## src/rtl/gates_pkg.sv

```systemverilog
// Shared types for the registered gate pipeline: opcode encoding and the
// flag pair stored alongside every result in the output FIFO.
package gates_pkg;

    typedef enum logic [2:0] {
        OP_AND   = 3'd0,
        OP_OR    = 3'd1,
        OP_NOTA  = 3'd2,
        OP_XOR   = 3'd3,
        OP_NAND  = 3'd4,
        OP_NOR   = 3'd5,
        OP_XNOR  = 3'd6,
        OP_PASSB = 3'd7
    } op_t;

    // Width-independent part of a result entry; the WIDTH-bit y field is
    // added by the parameterised entry struct inside gates_pipe.
    typedef struct packed {
        logic zero;
        logic parity;
    } flags_t;

endpackage

```

## src/rtl/sync_fifo.sv

```systemverilog
// Synchronous FIFO with registered occupancy count; push when full and pop
// when empty are silently dropped.
module sync_fifo #(
    parameter int DATA_W = 10,
    parameter int DEPTH  = 2
) (
    input  logic                       clk,
    input  logic                       rst,
    input  logic                       push,
    input  logic                       pop,
    input  logic [DATA_W-1:0]          wdata,
    output logic [DATA_W-1:0]          rdata,
    output logic                       full,
    output logic                       empty,
    output logic [$clog2(DEPTH+1)-1:0] count
);

    localparam int PW = $clog2(DEPTH);
    localparam int CW = $clog2(DEPTH+1);
    localparam logic [CW-1:0] FULL_COUNT = CW'(DEPTH);

    logic [DATA_W-1:0] mem [DEPTH];
    logic [PW-1:0]     rd_ptr;
    logic [PW-1:0]     wr_ptr;
    logic              do_push;
    logic              do_pop;

    assign full    = (count == FULL_COUNT);
    assign empty   = (count == '0);
    assign do_push = push && !full;
    assign do_pop  = pop && !empty;
    assign rdata   = mem[rd_ptr];

    // DEPTH is a power of two, so the pointers wrap by plain overflow.
    always_ff @(posedge clk) begin
        if (rst) begin
            rd_ptr <= '0;
            wr_ptr <= '0;
            count  <= '0;
        end else begin
            if (do_push) wr_ptr <= wr_ptr + 1'b1;
            if (do_pop)  rd_ptr <= rd_ptr + 1'b1;
            case ({do_push, do_pop})
                2'b10:   count <= count + 1'b1;
                2'b01:   count <= count - 1'b1;
                default: count <= count;
            endcase
        end
    end

    always_ff @(posedge clk) begin
        if (!rst && do_push) mem[wr_ptr] <= wdata;
    end

endmodule

```

## src/rtl/gates_pipe.sv

```systemverilog
// Registered bitwise-operation pipeline with optional accumulate mode; results
// and their zero/parity flags are queued in an output FIFO for a stallable consumer.
module gates_pipe
    import gates_pkg::*;
#(
    parameter int WIDTH = 8,
    parameter int DEPTH = 2
) (
    input  logic                       clk,
    input  logic                       rst,
    input  logic                       in_valid,
    output logic                       in_ready,
    input  logic [WIDTH-1:0]           a,
    input  logic [WIDTH-1:0]           b,
    input  logic [2:0]                 op,
    input  logic                       acc_en,
    output logic                       out_valid,
    input  logic                       out_ready,
    output logic [WIDTH-1:0]           y,
    output logic                       zero,
    output logic                       parity,
    output logic [$clog2(DEPTH+1)-1:0] count
);

    typedef struct packed {
        logic [WIDTH-1:0] y;
        flags_t           flags;
    } entry_t;

    op_t              op_sel;
    logic [WIDTH-1:0] acc;
    logic [WIDTH-1:0] opnd_a;
    logic [WIDTH-1:0] result;
    logic             accept;
    logic             full;
    logic             empty;
    entry_t           wr_entry;
    entry_t           rd_entry;

    // in_ready comes only from the registered FIFO count, never from out_ready.
    assign in_ready = !full;
    assign accept   = in_valid && in_ready;
    assign op_sel   = op_t'(op);
    assign opnd_a   = acc_en ? acc : a;

    always_comb begin
        result = '0;
        case (op_sel)
            OP_AND:   result = opnd_a & b;
            OP_OR:    result = opnd_a | b;
            OP_NOTA:  result = ~opnd_a;
            OP_XOR:   result = opnd_a ^ b;
            OP_NAND:  result = ~(opnd_a & b);
            OP_NOR:   result = ~(opnd_a | b);
            OP_XNOR:  result = ~(opnd_a ^ b);
            OP_PASSB: result = b;
            default:  result = '0;
        endcase
    end

    assign wr_entry.y            = result;
    assign wr_entry.flags.zero   = (result == '0);
    assign wr_entry.flags.parity = ^result;

    // The accumulator follows every accepted result so acc_en can chain with no bubble.
    always_ff @(posedge clk) begin
        if (rst) begin
            acc <= '0;
        end else if (accept) begin
            acc <= result;
        end
    end

    sync_fifo #(
        .DATA_W ($bits(entry_t)),
        .DEPTH  (DEPTH)
    ) u_fifo (
        .clk   (clk),
        .rst   (rst),
        .push  (accept),
        .pop   (out_ready),
        .wdata (wr_entry),
        .rdata (rd_entry),
        .full  (full),
        .empty (empty),
        .count (count)
    );

    // Head outputs are forced to zero when empty rather than showing stale storage.
    assign out_valid = !empty;
    assign y         = empty ? '0 : rd_entry.y;
    assign zero      = empty ? 1'b0 : rd_entry.flags.zero;
    assign parity    = empty ? 1'b0 : rd_entry.flags.parity;

endmodule

```

## config.mk

```make
export PLATFORM = sky130hd
export DESIGN_NAME = gates_pipe
export DESIGN_NICKNAME = d
export VERILOG_FILES = /design/src/rtl/gates_pkg.sv /design/src/rtl/sync_fifo.sv /design/src/rtl/gates_pipe.sv
export SDC_FILE = /design/constraint.sdc
export NUM_CORES = 1
export LEC_CHECK = 0
export CAP_MARGIN = 0
export CORE_UTILIZATION = 49
export DETAILED_ROUTE_END_ITERATION = 12
export PLACE_DENSITY = 0.77
export SLEW_MARGIN = 30
export SYNTH_ARGS = -nofsm -noshare
export SYNTH_HDL_FRONTEND = slang
export SYNTH_HIERARCHICAL = 1
export SYNTH_SLANG_ARGS = --single-unit
```

## constraint.sdc

```tcl
create_clock -name clk -period 3.05 [get_ports clk]
set_input_delay 0.915 -clock clk [delete_from_list [all_inputs] [get_ports clk]]
set_output_delay 0.915 -clock clk [all_outputs]
set_load 0.1 [all_outputs]
```

Word-level counts from Yosys, hierarchy flattened --
Memories as Yosys holds them, arrays and structs flattened. A register that Yosys moved wholly into a read port is not among the register bits. Index checks and enable logic that the tools add are counted. Widths: inputs -> output; s select.
Storage, ports and cells: memories 1, bits in writable memories 20, memory bits (read-only) 0, flip-flop bits (word level) 12, bits in latches 0
Operators by class: divide/modulo/power cells 0, add/sub/neg operators 4, bitwise logic cells 7, equality and inequality tests 10, $lt $le $gt $ge 0, $mul 0, reductions and logical operators 12, multiplexer cells 10, shifts and indexed selects 0
Memory list:
- u_fifo.mem | depth 2, bits a word 10, read ports 1, clocked after Yosys merged registers in 1, write ports 1, RTL line sync_fifo.sv:22 | logic [DATA_W-1:0] mem [DEPTH];
Operators with widths (count):
- $pmux 8 s8 | 1
- $not 8->8 | 4
- $mux 8 | 2
- $eq 3x3->1 const B | 4
- $and 8x8->8 | 1
- $logic_not 8->1 | 1
- $or 8x8->8 | 1
- $reduce_xor 8->1 | 1
- $xor 8x8->8 | 1
- $eq 3x2->1 const B | 2
- $mux 1 | 6
- $eq 2x2->1 const B | 2
- $logic_and 1x1->1 | 4
- $pmux 2 s2 | 1
- $eq 3x1->1 const B | 1
- $logic_not 1->1 | 3
- $logic_not 3->1 | 1
- $add 1x1->1 const B | 2
- $add 2x1->2 const B | 1
- $eq 2x1->1 const B | 1
- $logic_not 2->1 | 1
- $reduce_bool 2->1 | 1
- $sub 2x1->2 const B | 1

Depth between registers and ports, before layout --
depth in word-level cells 7, depth in mapped cells 12, mapped depth without buffers 11

Modules after synthesis --
The synthesis kept the hierarchy.
By module, submodules not included:
- gates_pipe | area an instance 1519.0 µm², sequential area each 160.2 µm², cells each 186, instances 1
- sync_fifo | area an instance 940.9 µm², sequential area each 700.7 µm², cells each 56, instances 1

Worst setup path before layout --
Ideal clock, no wire load.
path kind register -> register, start reg u_fifo.count[0], end mem u_fifo.mem[1][0], enable pin, setup time 0.392 ns, data required time 2.658 ns, arrival 3.370 ns, cell stages (with the launch flop) 8, setup slack -0.712 ns, path through dfxtp_1 > nor2b_1 > inv_1 > nand2_1 > inv_1 > buf_2 > nand2b_1 > nor3b_1
Between the ends: longest elaborated chain between the ends 7
RTL lines:
- start, declared | RTL line sync_fifo.sv:15 | output logic [$clog2(DEPTH+1)-1:0] count
- start signal, assigned | RTL line sync_fifo.sv:44 | 2'b10: count <= count + 1'b1;
- start signal, assigned | RTL line sync_fifo.sv:45 | 2'b01: count <= count - 1'b1;
- start signal, assigned | RTL line sync_fifo.sv:46 | default: count <= count;
- $eq 2x2->1 | RTL line sync_fifo.sv:28 | assign full = (count == FULL_COUNT);
- net full | RTL line gates_pipe.sv:35 | logic full;
- $logic_not 1->1 | RTL line gates_pipe.sv:41 | assign in_ready = !full;
- net in_ready | RTL line gates_pipe.sv:12 | output logic in_ready,
- $logic_and 1x1->1 | RTL line gates_pipe.sv:42 | assign accept = in_valid && in_ready;
- net accept | RTL line gates_pipe.sv:34 | logic accept;
- $logic_and 1x1->1 | RTL line sync_fifo.sv:30 | assign do_push = push && !full;
- $logic_and 1x1->1 | RTL line sync_fifo.sv:52 | if (!rst && do_push) mem[wr_ptr] <= wdata;
- $mux 1 | RTL line sync_fifo.sv:52
- $mux 1 (implied by the code) | RTL line sync_fifo.sv:52
- end, declared | RTL line sync_fifo.sv:22
The timed path passes the listed nets, and every way through them passes these cells.

==> impl_metrics.tcl <==
set metrics [dict create \
    worstPathMaxFanout 2 \
    worstPathRequired_ns 3.07 \
    seqPwrFrac_pct 26.3 \
    place.gp.congestion 0.855 \
    p_int_uw 1240 \
    period_share_pct 99.3 \
    final_common_cell "buf_4" \
    fp-row-count 25 \
    p_clk_share_pct 12.8 \
    final_util_pct 74.0 \
    synthToLayoutAreaGrowth_pct 44.0 \
    cts_sinks 33 \
    fillers 336 \
    die_h_um 72.9 \
    comb_power_share_pct 60.9 \
    gr-total-overflow 0 \
    core_mm2 0.00479 \
    wl_per_cell_um 13.9 \
    initial_core_util_pct 51.4 \
    cts-root-buf "clkbuf_8" \
    start_kind "input port" \
    yosysTopAreaCellShare_pct 24.4 \
    die_area_mm2 0.00531 \
    synth_warnings 6 \
    slew_violations 0 \
    vdd_drop_max_mv 0.504 \
    htree_levels 2 \
    netlist_area_mm2 0.00246 \
    grt_util_all_layers_pct 22.1 \
    grt_pass1_wl_mm 9.00 \
    power_density_mw_per_mm2 685 \
    min-delay-path-class "reg2reg" \
    synth_edf_count 20 \
    io_buffers 37 \
    synthArstFlopShare_pct 0 \
    p_leak_uw 0.00158 \
    holdWs_ns 0.481 \
    pin_count 38 \
    diodes 0 \
    dr.first_iter.drc_count 111 \
    avgSynthCellArea_um2 10.2 \
    clk_pin_slew_ns 0.06 \
    ys_ff_latch 33 \
    grt_max_degree 12 \
    antenna_found_initial 0 \
    drv_cap 0 \
    cts.path.max_buffers 2 \
    firstDrtPassIters 4 \
    fin_crit_ns 3.03 \
    finClkSkew_ns 0.00763 \
    cts_buffers 5 \
    synth.area.top_cells "edfxtp_1, ha_1, dfxtp_1" \
    max_clock_freq_mhz 330 \
    ctsHoldBuffers 0 \
    p_sw_uw 1190 \
    ant_nets 0 \
    drive_gt1_share_pct 46.1 \
    switching_share_pct 49.0 \
    clk_latency_ns 0.28 \
    nets 378 \
    layout_common_cells "buf_4, inv_1, edfxtp_1" \
    drt-total-wl_mm 5.57 \
    outcome "completed" \
    relSlewSlack_pct 57.4 \
    drc 0 \
    via_per_inst 5.10 \
    ys_types 45 \
    cts_tree "built" \
    tightest_slew_ns 0.638 \
    finalSetupViolCount 0 \
    vias 2044 \
    yosys.area.top_type "edfxtp_1" \
    hold_viol_final 0 \
    hpwl_mm 4.11 \
    synth-main-ff-cell "edfxtp_1" \
    ys_seq_area_share_pct 35.0 \
    die_w_um 72.9 \
    arrival_ns 3.04 \
    syn-num-nets 287 \
    grt_pass1_vias 2030 \
    syn_inst 242 \
    crit_path_end_kind "flip-flop" \
    critical_path_class "in2reg" \
]
## sequential cells by signal, indices dropped and copies added (netlist names), named ones only
signal,flops
u_fifo/count,2
u_fifo/wr_ptr,1
acc,8
u_fifo/rd_ptr,1
u_fifo/mem,20
## through the flow
stage	instance area [um2]	setup slack (ns)	TNS [ns]	power [uW]	cells
after floorplan	2540	-0.0368	-0.0735	1720	242
after global placement	3280	-0.681	-3.71	2020	388
after detailed placement	3280	-0.767	-4.59	2050	388
after CTS	3410	-0.0164	-0.0328	2370	398
after global routing	3540	-0.0381	-0.0757	2540	401
final	3540	0.0212	0	2430	401
## kinds of logic (layout without fill, tap and decap cells)
kind of cell | after synthesis | after routing | synth area share [%]
buffers and inverters | 41 | 133 | 8.19
xor gates and xnor gates | 6 | 6 | 2.14
AOI/OAI and AO/OA | 59 | 59 | 19.3
adders and majority gates | 21 | 21 | 10.7
DFF | 33 | 33 | 35.0
and+or+nand+nor | 56 | 56 | 12.8
muxes | 26 | 26 | 11.9
## critical path, stage by stage
cell and delay [ns]:
clkdlybuf4s15_1 0.18, mux2_4 0.30, inv_4 0.07, ha_4 0.19, mux2_4 0.29, o211ai_1 0.09
a21boi_2 0.27, nand3_2 0.13, o21ai_2 0.10, ha_4 0.23, xnor2_2 0.13, xnor2_1 0.15
## what timing repair did
item                                    CTS  global route
cloned                                    0             0
pin swaps                                 9            15
endpoints found under the setup margin    4             2
setup buffers                             2             4
endpoints found under the hold margin     0             0
resized for setup                        17            24
## path summary, 6_finish.rpt
check | slack (ns) | start | cells after the start | endpoint
max | 0.02 | a[6] | 12 | u_fifo/mem[1][0]
min | 0.48 | acc[2] | 2 | acc[2]
max reg2reg | 0.54 | acc[6] | 11 | u_fifo/mem[1][0]
min reg2reg | 0.48 | acc[2] | 2 | acc[2]
## per-layer routing
| layer | part of all wire, % | global-route usage (%) |
|---|---|---|
| met5 | 0 | 0 |
| met4 | 1.1 | 8.06 |
| met3 | 2.1 | 2.49 |
| met2 | 52 | 39.5 |
| met1 | 45 | 27.4 |
## Yosys cell counts (3+ instances only)
master,n
nand3_1,4
a22oi_2,3
buf_2,5
nor2b_1,16
a21oi_2,4
dfxtp_1,13
o21a_1,6
nor2_1,9
o21ai_0,11
a21oi_1,8
a311oi_1,3
xnor2_1,4
nand2_1,11
mux2i_1,9
or3_1,6
buf_6,5
inv_1,28
edfxtp_1,20
o211ai_1,4
mux2_2,16
a21boi_1,3
a211oi_1,5
ha_1,21
## final cells by class
| cell class | instances | area, um2 | area share, % |
|---|---|---|---|
| Tap cell | 67 | 83.8 | 2.37 |
| Timing Repair Buffer | 97 | 801 | 22.6 |
| Sequential cell | 33 | 863 | 24.4 |
| Clock buffer | 6 | 72.6 | 2.05 |
| Inverter | 28 | 116 | 3.28 |
| Multi-Input combinational cell | 168 | 1600 | 45.1 |
| Clock inverter | 2 | 10.0 | 0.282 |
## power by group through the flow
stage | registers (uW) | logic (uW) | clock network (uW)
2_1_floorplan | 690 | 1030 | 0
3_3_place_gp | 638 | 1380 | 0
3_5_place_dp | 643 | 1400 | 0
4_1_cts | 635 | 1430 | 309
5_1_grt | 648 | 1560 | 326
6_report | 638 | 1480 | 312
No activity file was read; power rests on OpenSTA's default activity.
